$ cat src/rtl/avalon_uart_readback.sv
// Purpose: reads word_cnt 32-bit words over Avalon-MM and streams each as four little-endian 8N1 UART bytes.
// Latency: first start bit one cycle after a read completes; done pulses two cycles after the final stop bit ends.
// Backpressure: avn_waitrequest stalls the read with address/read held; start is ignored until back in IDLE.
module avalon_uart_readback #(
    parameter int CNT_W = 16
) (
    input  logic             clk,
    input  logic             rst_n,
    input  logic             start,
    input  logic [31:0]      base_addr,
    input  logic [CNT_W-1:0] word_cnt,
    input  logic [15:0]      cfg_div,
    output logic             avn_read,
    output logic             avn_write,
    output logic [31:0]      avn_address,
    output logic [3:0]       avn_byte_enable,
    output logic [31:0]      avn_writedata,
    input  logic [31:0]      avn_readdata,
    input  logic             avn_waitrequest,
    output logic             uart_txd,
    output logic             busy,
    output logic             done
);

    typedef enum logic [1:0] {
        IDLE = 2'd0,
        READ = 2'd1,
        TX   = 2'd2,
        DONE = 2'd3
    } state_t;

    state_t           state_q, state_d;
    logic [31:0]      addr_q, addr_d;
    logic [CNT_W-1:0] cnt_q, cnt_d;
    logic [31:0]      word_q, word_d;
    logic [15:0]      div_cnt_q, div_cnt_d;
    logic [3:0]       bit_q, bit_d;     // 0 = start, 1..8 = data, 9 = stop
    logic [1:0]       byte_q, byte_d;   // byte lane of word_q being sent
    logic             done_q;

    logic [15:0]      div_eff;
    logic             bit_end;
    logic [7:0]       cur_byte;
    logic [3:0]       data_idx;
    logic             tx_bit;

    // A divider of zero behaves as one cycle per bit; cfg_div is used live, so
    // the >= compare keeps a shrinking divider from stalling the bit counter.
    always_comb begin
        div_eff  = (cfg_div == 16'd0) ? 16'd1 : cfg_div;
        bit_end  = (div_cnt_q >= (div_eff - 16'd1));
        cur_byte = word_q[{byte_q, 3'b000} +: 8];
        data_idx = bit_q - 4'd1;
    end

    // Serial bit for the current frame position.
    always_comb begin
        tx_bit = 1'b1;
        case (bit_q)
            4'd0:    tx_bit = 1'b0;
            4'd9:    tx_bit = 1'b1;
            default: tx_bit = cur_byte[data_idx[2:0]];
        endcase
    end

    // State and datapath registers.
    always_ff @(posedge clk or negedge rst_n) begin
        if (!rst_n) begin
            state_q   <= IDLE;
            addr_q    <= '0;
            cnt_q     <= '0;
            word_q    <= '0;
            div_cnt_q <= '0;
            bit_q     <= '0;
            byte_q    <= '0;
        end else begin
            state_q   <= state_d;
            addr_q    <= addr_d;
            cnt_q     <= cnt_d;
            word_q    <= word_d;
            div_cnt_q <= div_cnt_d;
            bit_q     <= bit_d;
            byte_q    <= byte_d;
        end
    end

    // done is registered off the DONE state, so it lands the cycle after DONE
    // (two cycles after a zero-count start) while busy is already low.
    always_ff @(posedge clk or negedge rst_n) begin
        if (!rst_n) begin
            done_q <= 1'b0;
        end else begin
            done_q <= (state_q == DONE);
        end
    end

    // Next-state logic: read one word, shift its four bytes out, advance.
    always_comb begin
        state_d   = state_q;
        addr_d    = addr_q;
        cnt_d     = cnt_q;
        word_d    = word_q;
        div_cnt_d = div_cnt_q;
        bit_d     = bit_q;
        byte_d    = byte_q;
        case (state_q)
            IDLE: begin
                if (start) begin
                    addr_d    = {base_addr[31:2], 2'b00};
                    cnt_d     = word_cnt;
                    div_cnt_d = '0;
                    bit_d     = '0;
                    byte_d    = '0;
                    state_d   = (word_cnt == '0) ? DONE : READ;
                end
            end
            READ: begin
                if (!avn_waitrequest) begin
                    word_d    = avn_readdata;
                    div_cnt_d = '0;
                    bit_d     = '0;
                    byte_d    = '0;
                    state_d   = TX;
                end
            end
            TX: begin
                if (bit_end) begin
                    div_cnt_d = '0;
                    if (bit_q == 4'd9) begin
                        bit_d = '0;
                        if (byte_q == 2'd3) begin
                            // Last stop bit of the word: step to the next word.
                            byte_d  = '0;
                            addr_d  = addr_q + 32'd4;
                            cnt_d   = cnt_q - CNT_W'(1);
                            state_d = (cnt_q == CNT_W'(1)) ? DONE : READ;
                        end else begin
                            byte_d = byte_q + 2'd1;
                        end
                    end else begin
                        bit_d = bit_q + 4'd1;
                    end
                end else begin
                    div_cnt_d = div_cnt_q + 16'd1;
                end
            end
            DONE: begin
                state_d = IDLE;
            end
            default: begin
                state_d = IDLE;
            end
        endcase
    end

    assign avn_read        = (state_q == READ);
    assign avn_address     = addr_q;
    assign avn_write       = 1'b0;
    assign avn_byte_enable = 4'hF;
    assign avn_writedata   = 32'h0;
    assign uart_txd        = (state_q == TX) ? tx_bit : 1'b1;
    assign busy            = (state_q == READ) || (state_q == TX);
    assign done            = done_q;

endmodule

$ cat config.mk
export PLATFORM = sky130hd
export DESIGN_NAME = avalon_uart_readback
export DESIGN_NICKNAME = d
export VERILOG_FILES = /design/src/rtl/avalon_uart_readback.sv
export SDC_FILE = /design/constraint.sdc
export NUM_CORES = 1
export LEC_CHECK = 0
export BUFFER_PORTS_ARGS = -buffer_cell sky130_fd_sc_hd__buf_2
export CAP_MARGIN = 20
export CORE_MARGIN = 5
export CORE_UTILIZATION = 60
export CTS_BUF_LIST = sky130_fd_sc_hd__clkbuf_8
export DETAILED_ROUTE_END_ITERATION = 10
export HOLD_SLACK_MARGIN = 0.05
export PLACE_DENSITY_LB_ADDON = 0.2
export SLEW_MARGIN = 20
export SYNTH_ARGS = -nofsm -noshare
export SYNTH_HDL_FRONTEND = slang
export SYNTH_SLANG_ARGS = --single-unit
$ cat constraint.sdc
create_clock -name clk -period 6.7 [get_ports clk]
set_input_delay 0.67 -clock clk [delete_from_list [all_inputs] [get_ports clk]]
set_output_delay 0.67 -clock clk [all_outputs]
set_load 0.05 [all_outputs]
==> summary.md, run 1 <==
| Metric | Value |
|---|---|
| Status | `completed` |
| Post-Synth Adder-Cell Area | `5.47%` |
| Leading cell types by count after synthesis | `103 x dfrtp_1, 54 x nor2_1, 53 x nand2_1` |
| Final Util | `68.0%` |
| Router iterations before antenna repair | `5` |
| Largest family of logic cells by synthesized area | `simple AND/OR/NAND/NOR gates` |
| Die H | `117 um` |
| GP Congestion | `0.889` |
| Worst min path class | `in -> async` |
| Top-count cell post-synth | `dfrtp_1` |
| Bufs on Longest Clock Path | `2` |
| Post_cts resized | `0` |
| Final ANT Viol Nets | `0` |
| Tcrit/Tclk final | `73.9%` |
| Skew final | `0.0106 ns` |
| Initial core utilization | `60.6%` |
| Post-Synth Simple-Gate Area | `20.1%` |
| Post-synthesis sequential area ratio | `37.5%` |
| Die area | `13700 um2` |
| Pin count of the biggest net entering global routing | `58` |
| PwrDens | `454 nW/um2` |
| CTS tree | `yes` |
| Crit path kind | `in -> reg` |
| Worst Path Max Fanout | `11` |
| I/O pins | `173` |
| Synth top area share | `37.5%` |
| Post-Synth XOR/XNOR Area | `2.17%` |
| Htree depth | `3` |
| # rows | `39` |
| Worst vdd ir | `368 uV` |
| Number of synthesized flops with an enable pin | `0` |
| Mux share of post-synthesis cell area | `10.2%` |
| Max Cap Viol | `0` |
| Setup TNS | `0 ns` |
| CTS clk-pin slew, worst paths | `0.11 ns` |
| Synth Instances | `709` |
| Root buf cell | `clkbuf_8` |
| Antenna violations before repair | `0` |
| Port bufs | `131` |
| #FFs+latches synth | `103` |
| Final hold viol count | `0` |
| Hold-fix buffers, CTS | `0` |
| Ranking of synthesized cells by area | `dfrtp_1 38%, mux2_2 5.6%, ha_1 5.5%, buf_4 4.4%, nor2_1 3.0%` |
| GRT overflow | `0` |
| RSZ-0062 raised after global routing | `no` |
| Setup-failing EPs final | `0` |
| Area Overhead vs Synth | `12.1%` |
| Slew headroom | `35.4%` |
| Post-Place Setup Slack | `1.37 ns` |
| Post-CTS Setup Bufs | `0` |
| DRT Wirelength | `17.5 mm` |
| Die width | `117 um` |
| Startpoint Class | `input pin` |
| HPWL after detailed placement | `12.8 mm` |
| Family with the most delay on the worst path | `simple AND/OR/NAND/NOR gates` |
| Num CTS Buffers | `9` |
| Lkg Pwr | `3.33 nW` |
| First-pass GRT wire length | `28.5 mm` |
| Slew @ Worst Pin | `0.965 ns` |
| Drt wl/cell | `18.0 um` |
| Largest area contributor in the netlist | `dfrtp_1` |
| Yosys warning total | `0` |
| Worst setup EP type | `register` |
| Min Tclk post-route | `4.95 ns` |
| Final setup margin | `1.75 ns` |
| # clock sinks | `103` |
| Vias in the first global route | `5961` |
| CP Data Arrival Time | `5.23 ns` |
| Core region area | `11300 um2` |
| Data required, critical path | `6.98 ns` |
| Residual DRC | `0` |
| Fmax | `0.202 GHz` |
| Worst-Skew Late Latency | `0.39 ns` |
| Nets | `954` |
| Max Transition Viols Final | `0` |
| Critical-path top delay cell | `a2bb2oi_1` |
| Initial DRC count | `497` |
| Synth Area in Compound Gates | `17.1%` |
| Synth Flop Type | `dfrtp_1` |
| Worst path cell trace | `buf_2 > or4_1 > nor4_1 > and3b_1 > a21oi_1 > ha_1 > nand3b_1 > nor4_1 > xnor2_1 > ha_1 > nand4_1 > nor2_1 > a2bb2oi_1 > and2_1 > nor2_1 > a221o_1` |
| Synth cell types | `76` |
| Antenna Cells | `0` |
| Vias | `6012` |
| CP Buf/Inv Count | `1` |
| Via density | `6.19` |
| Max stage delay on crit path | `0.77 ns` |
| All-Layer GR Usage | `25.9%` |
| Layout cells sized above 1 | `26.8%` |
| Reg2Reg Setup Slack | `3.13 ns` |
| Avg Cell Area, Syn | `9.68 um2` |
| Synth Cell Area | `6870 um2` |
| Async set or reset register ratio after synthesis | `100%` |
## per-stage QoR
step                hold WS, ns  area [um2]  power, mW  std cells
floorplan                 0.374        7000       2.61        746
global placement          0.484        7480       2.97        956
detailed placement        0.492        7480       3.06        956
CTS                       0.294        7690       3.49        972
global route              0.320        7700       3.74        972
finish                    0.277        7700       3.49        972
## logic make-up after synthesis
logic type / Yosys count
AO/OA/AOI/OAI: 156
buffers and inverters: 88
flip-flops: 103
XOR/XNOR: 17
adder cells (fa/ha/maj): 30
AND/OR/NAND/NOR: 256
multiplexers: 57
other: 2
## cell type report
type | instances | area [um2]
Fill cell | 901 | 3620
Clock buffer | 10 | 138
Multi-Input combinational cell | 555 | 3950
Inverter | 16 | 60.1
Timing Repair Buffer | 139 | 718
Tap cell | 143 | 179
Sequential cell | 103 | 2580
Clock inverter | 6 | 76.3
## power by group
part | internal (mW) | switching (mW)
sequential | 0.888 | 0.299
combinational | 0.664 | 1.21
clock | 0.190 | 0.241
## metal layers
| metal | up-vias | wire, um | global-route usage [%] |
|---|---|---|---|
| met5 | - | 0 | 0 |
| met4 | 0 | 174 | 8.03 |
| met3 | 14 | 1340 | 4.42 |
| met2 | 242 | 8160 | 39.8 |
| met1 | 2918 | 7790 | 37.6 |
| li1 | 2838 | - | - |
## worst reg2reg max path, delay by kind of cell (launching register included)
kind / cells / cell delay, ns
adders and majority gates: 1 / 0.81
buffers and inverters: 2 / 0.55
DFF: 1 / 0.42
and+or+nand+nor: 2 / 0.75
AOI/OAI and AO/OA: 3 / 0.94
## placed cells by master (no fill, tap or decap), types with 19 or more instances in the layout
cell and instances:
conb_1 39, ha_1 30, nand3_1 19, nor3_1 26, o21ai_0 28, nand2_1 53, buf_2 130, dfrtp_1 103
nor2_1 54, a21oi_1 21, mux2_2 34
## final timing paths
path / from / cells past startpoint / endpoint
setup / recovery: cfg_div[10] / 16 / cnt_q[11]
setup reg to reg: state_q[0] / 8 / cnt_q[11]
hold / removal: rst_n / 1 / word_q[31]
min in group clk: base_addr[5] / 3 / avn_address[5]
hold reg to reg: word_q[27] / 1 / word_q[27]
max in group asynchronous: rst_n / 2 / word_q[24]
## flip-flops by register name, indices dropped and copies added, names as in the netlist
signal	cells
div_cnt_q	16
word_q	32
bit_q	4
avn_address	30
byte_q	2
cnt_q	16
state_q	2
done	1
(Power assumes the default switching activity.)
==> run 2, diff against run 1 <==
CORE_UTILIZATION = 50   (was 60)
clock period = 4.5 ns   (was 6.7 ns; I/O delays follow)
==> run 2 against run 1 <==
Effect of this change:
- first-iteration DRC count shrank 11%
- sequential power grew 48%
- cell area grew 2.1%
- worst setup slack lost 1.4 ns
- via count grew 1.3%
- critical path type unchanged
- critical endpoint is now avn_address[7]
- largest cell class unchanged
==> summary.md, run 2 (same netlist as run 1, synthesis figures left out) <==
| Metric | Value |
|---|---|
| Status | `completed` |
| Fmax | `0.240 GHz` |
| Router iterations before antenna repair | `5` |
| Max Transition Viols Final | `0` |
| Setup TNS | `0 ns` |
| All-Layer GR Usage | `21.8%` |
| Initial DRC count | `442` |
| Final hold viol count | `0` |
| Max Cap Viol | `0` |
| Die width | `127 um` |
| Worst min path class | `in -> async` |
| Most frequent cells in the layout | `130 x buf_2, 103 x dfrtp_1, 54 x nor2_1` |
| Hold-fix buffers, CTS | `0` |
| Post_cts resized | `0` |
| Via density | `5.95` |
| Nets | `971` |
| Worst Path Max Fanout | `14` |
| CTS clk-pin slew, worst paths | `0.11 ns` |
| Pin count of the biggest net entering global routing | `56` |
| Lkg Pwr | `3.41 nW` |
| Drt wl/cell | `17.4 um` |
| Root buf cell | `clkbuf_8` |
| GP Congestion | `0.915` |
| Die H | `127 um` |
| Final ANT Viol Nets | `0` |
| CP Data Arrival Time | `4.45 ns` |
| Min Tclk post-route | `4.17 ns` |
| Crit path kind | `in -> reg` |
| Post-Place Setup Slack | `-0.0493 ns` |
| DRT Wirelength | `17.8 mm` |
| Layout cells sized above 1 | `28.1%` |
| PwrDens | `671 nW/um2` |
| Total power | `5.27 mW` |
| Area Overhead vs Synth | `14.5%` |
| # clock sinks | `103` |
| CTS tree | `yes` |
| Worst-Skew Late Latency | `0.38 ns` |
| Residual DRC | `0` |
| Initial core utilization | `51.4%` |
| Bufs on Longest Clock Path | `2` |
| Worst setup EP type | `register` |
| Worst reg-to-reg path cell count | `8` |
| Startpoint Class | `input pin` |
| Htree depth | `3` |
| Data required, critical path | `4.78 ns` |
| Num CTS Buffers | `9` |
| Largest register by flop count | `word_q` |
| Fin area | `7860 um2` |
| Slew @ Worst Pin | `0.942 ns` |
| Commonest non-fill, non-tap cell in the layout | `buf_2` |
| Final setup margin | `0.333 ns` |
| GRT overflow | `0` |
| Max reg flops | `32` |
| Slew headroom | `37.2%` |
| Vias | `6089` |
| Core region area | `13300 um2` |
| Port bufs | `131` |
| Post-CTS Setup Bufs | `0` |
| Skew final | `0.00826 ns` |
| # rows | `42` |
| Dpl cell area | `7650 um2` |
| Worst hold slack | `0.0673 ns` |
| Setup-failing EPs final | `0` |
| RSZ-0062 raised after global routing | `no` |
| I/O pins | `173` |
| Vias in the first global route | `5900` |
| Worst vdd ir | `295 uV` |
| First-pass GRT wire length | `29.0 mm` |
| HPWL after detailed placement | `13.3 mm` |
| Die area | `16200 um2` |
| Tcrit/Tclk final | `92.6%` |
| Antenna violations before repair | `1` |
## run 2: worst max-delay path: stages
cell and delay, ns:
buf_2 0.11, or4_1 0.59, nor4_1 0.28, and3b_1 0.26, a21oi_1 0.12, ha_1 0.23
nand3b_1 0.21, nor4_1 0.09, xnor2_1 0.14, ha_1 0.32, nand4_1 0.17, nor3_2 0.30
a31oi_4 0.16, a21oi_4 0.42, buf_4 0.28, mux2i_1 0.23, nand2_1 0.07
## run 2: path summary, 6_finish.rpt
path                         startpoint               to  slack, ns
max                         cfg_div[10]   avn_address[7]       0.33
min                               rst_n       word_q[14]       0.07
min in group clk           base_addr[7]   avn_address[7]       0.26
max reg2reg                  state_q[0]  avn_address[13]       1.54
max in group asynchronous         rst_n  avn_address[25]       3.24
min reg2reg                   word_q[0]        word_q[0]       0.51
## run 2: where the power goes
| group | switching [mW] | leakage, nW | total [mW] | internal (mW) |
|---|---|---|---|---|
| registers | 0.442 | 1.26 | 1.76 | 1.32 |
| logic | 1.81 | 2.05 | 2.87 | 1.07 |
| clock network | 0.353 | 0.104 | 0.633 | 0.281 |
| total | 2.60 | 3.41 | 5.27 | 2.67 |
## run 2: area by class of cell
class,instances,area (um2)
Antenna cell,1,2.50
Clock buffer,10,138
Clock inverter,6,72.6
Fill cell,1203,5490
Inverter,16,60.1
Multi-Input combinational cell,555,3940
Sequential cell,103,2580
Tap cell,176,220
Timing Repair Buffer,156,846
## run 2: per-layer routing
layer | vias up | wire (um) | share of wire (%) | GRT usage [%]
li1 | 2875 | - | - | -
met2 | 259 | 8440 | 47 | 34.4
met1 | 2935 | 7630 | 43 | 30.2
met4 | 0 | 231 | 1.3 | 6.69
met3 | 20 | 1520 | 8.5 | 4.80
met5 | - | 0 | 0 | 0
## run 2: through the flow
| step | cells | util, % |
|---|---|---|
| after floorplan | 746 | - |
| after global placement | 1006 | 57.3 |
| after detailed placement | 1006 | 57.3 |
| after CTS | 1022 | 58.9 |
| after global routing | 1023 | 58.9 |
| final | 1023 | 58.9 |
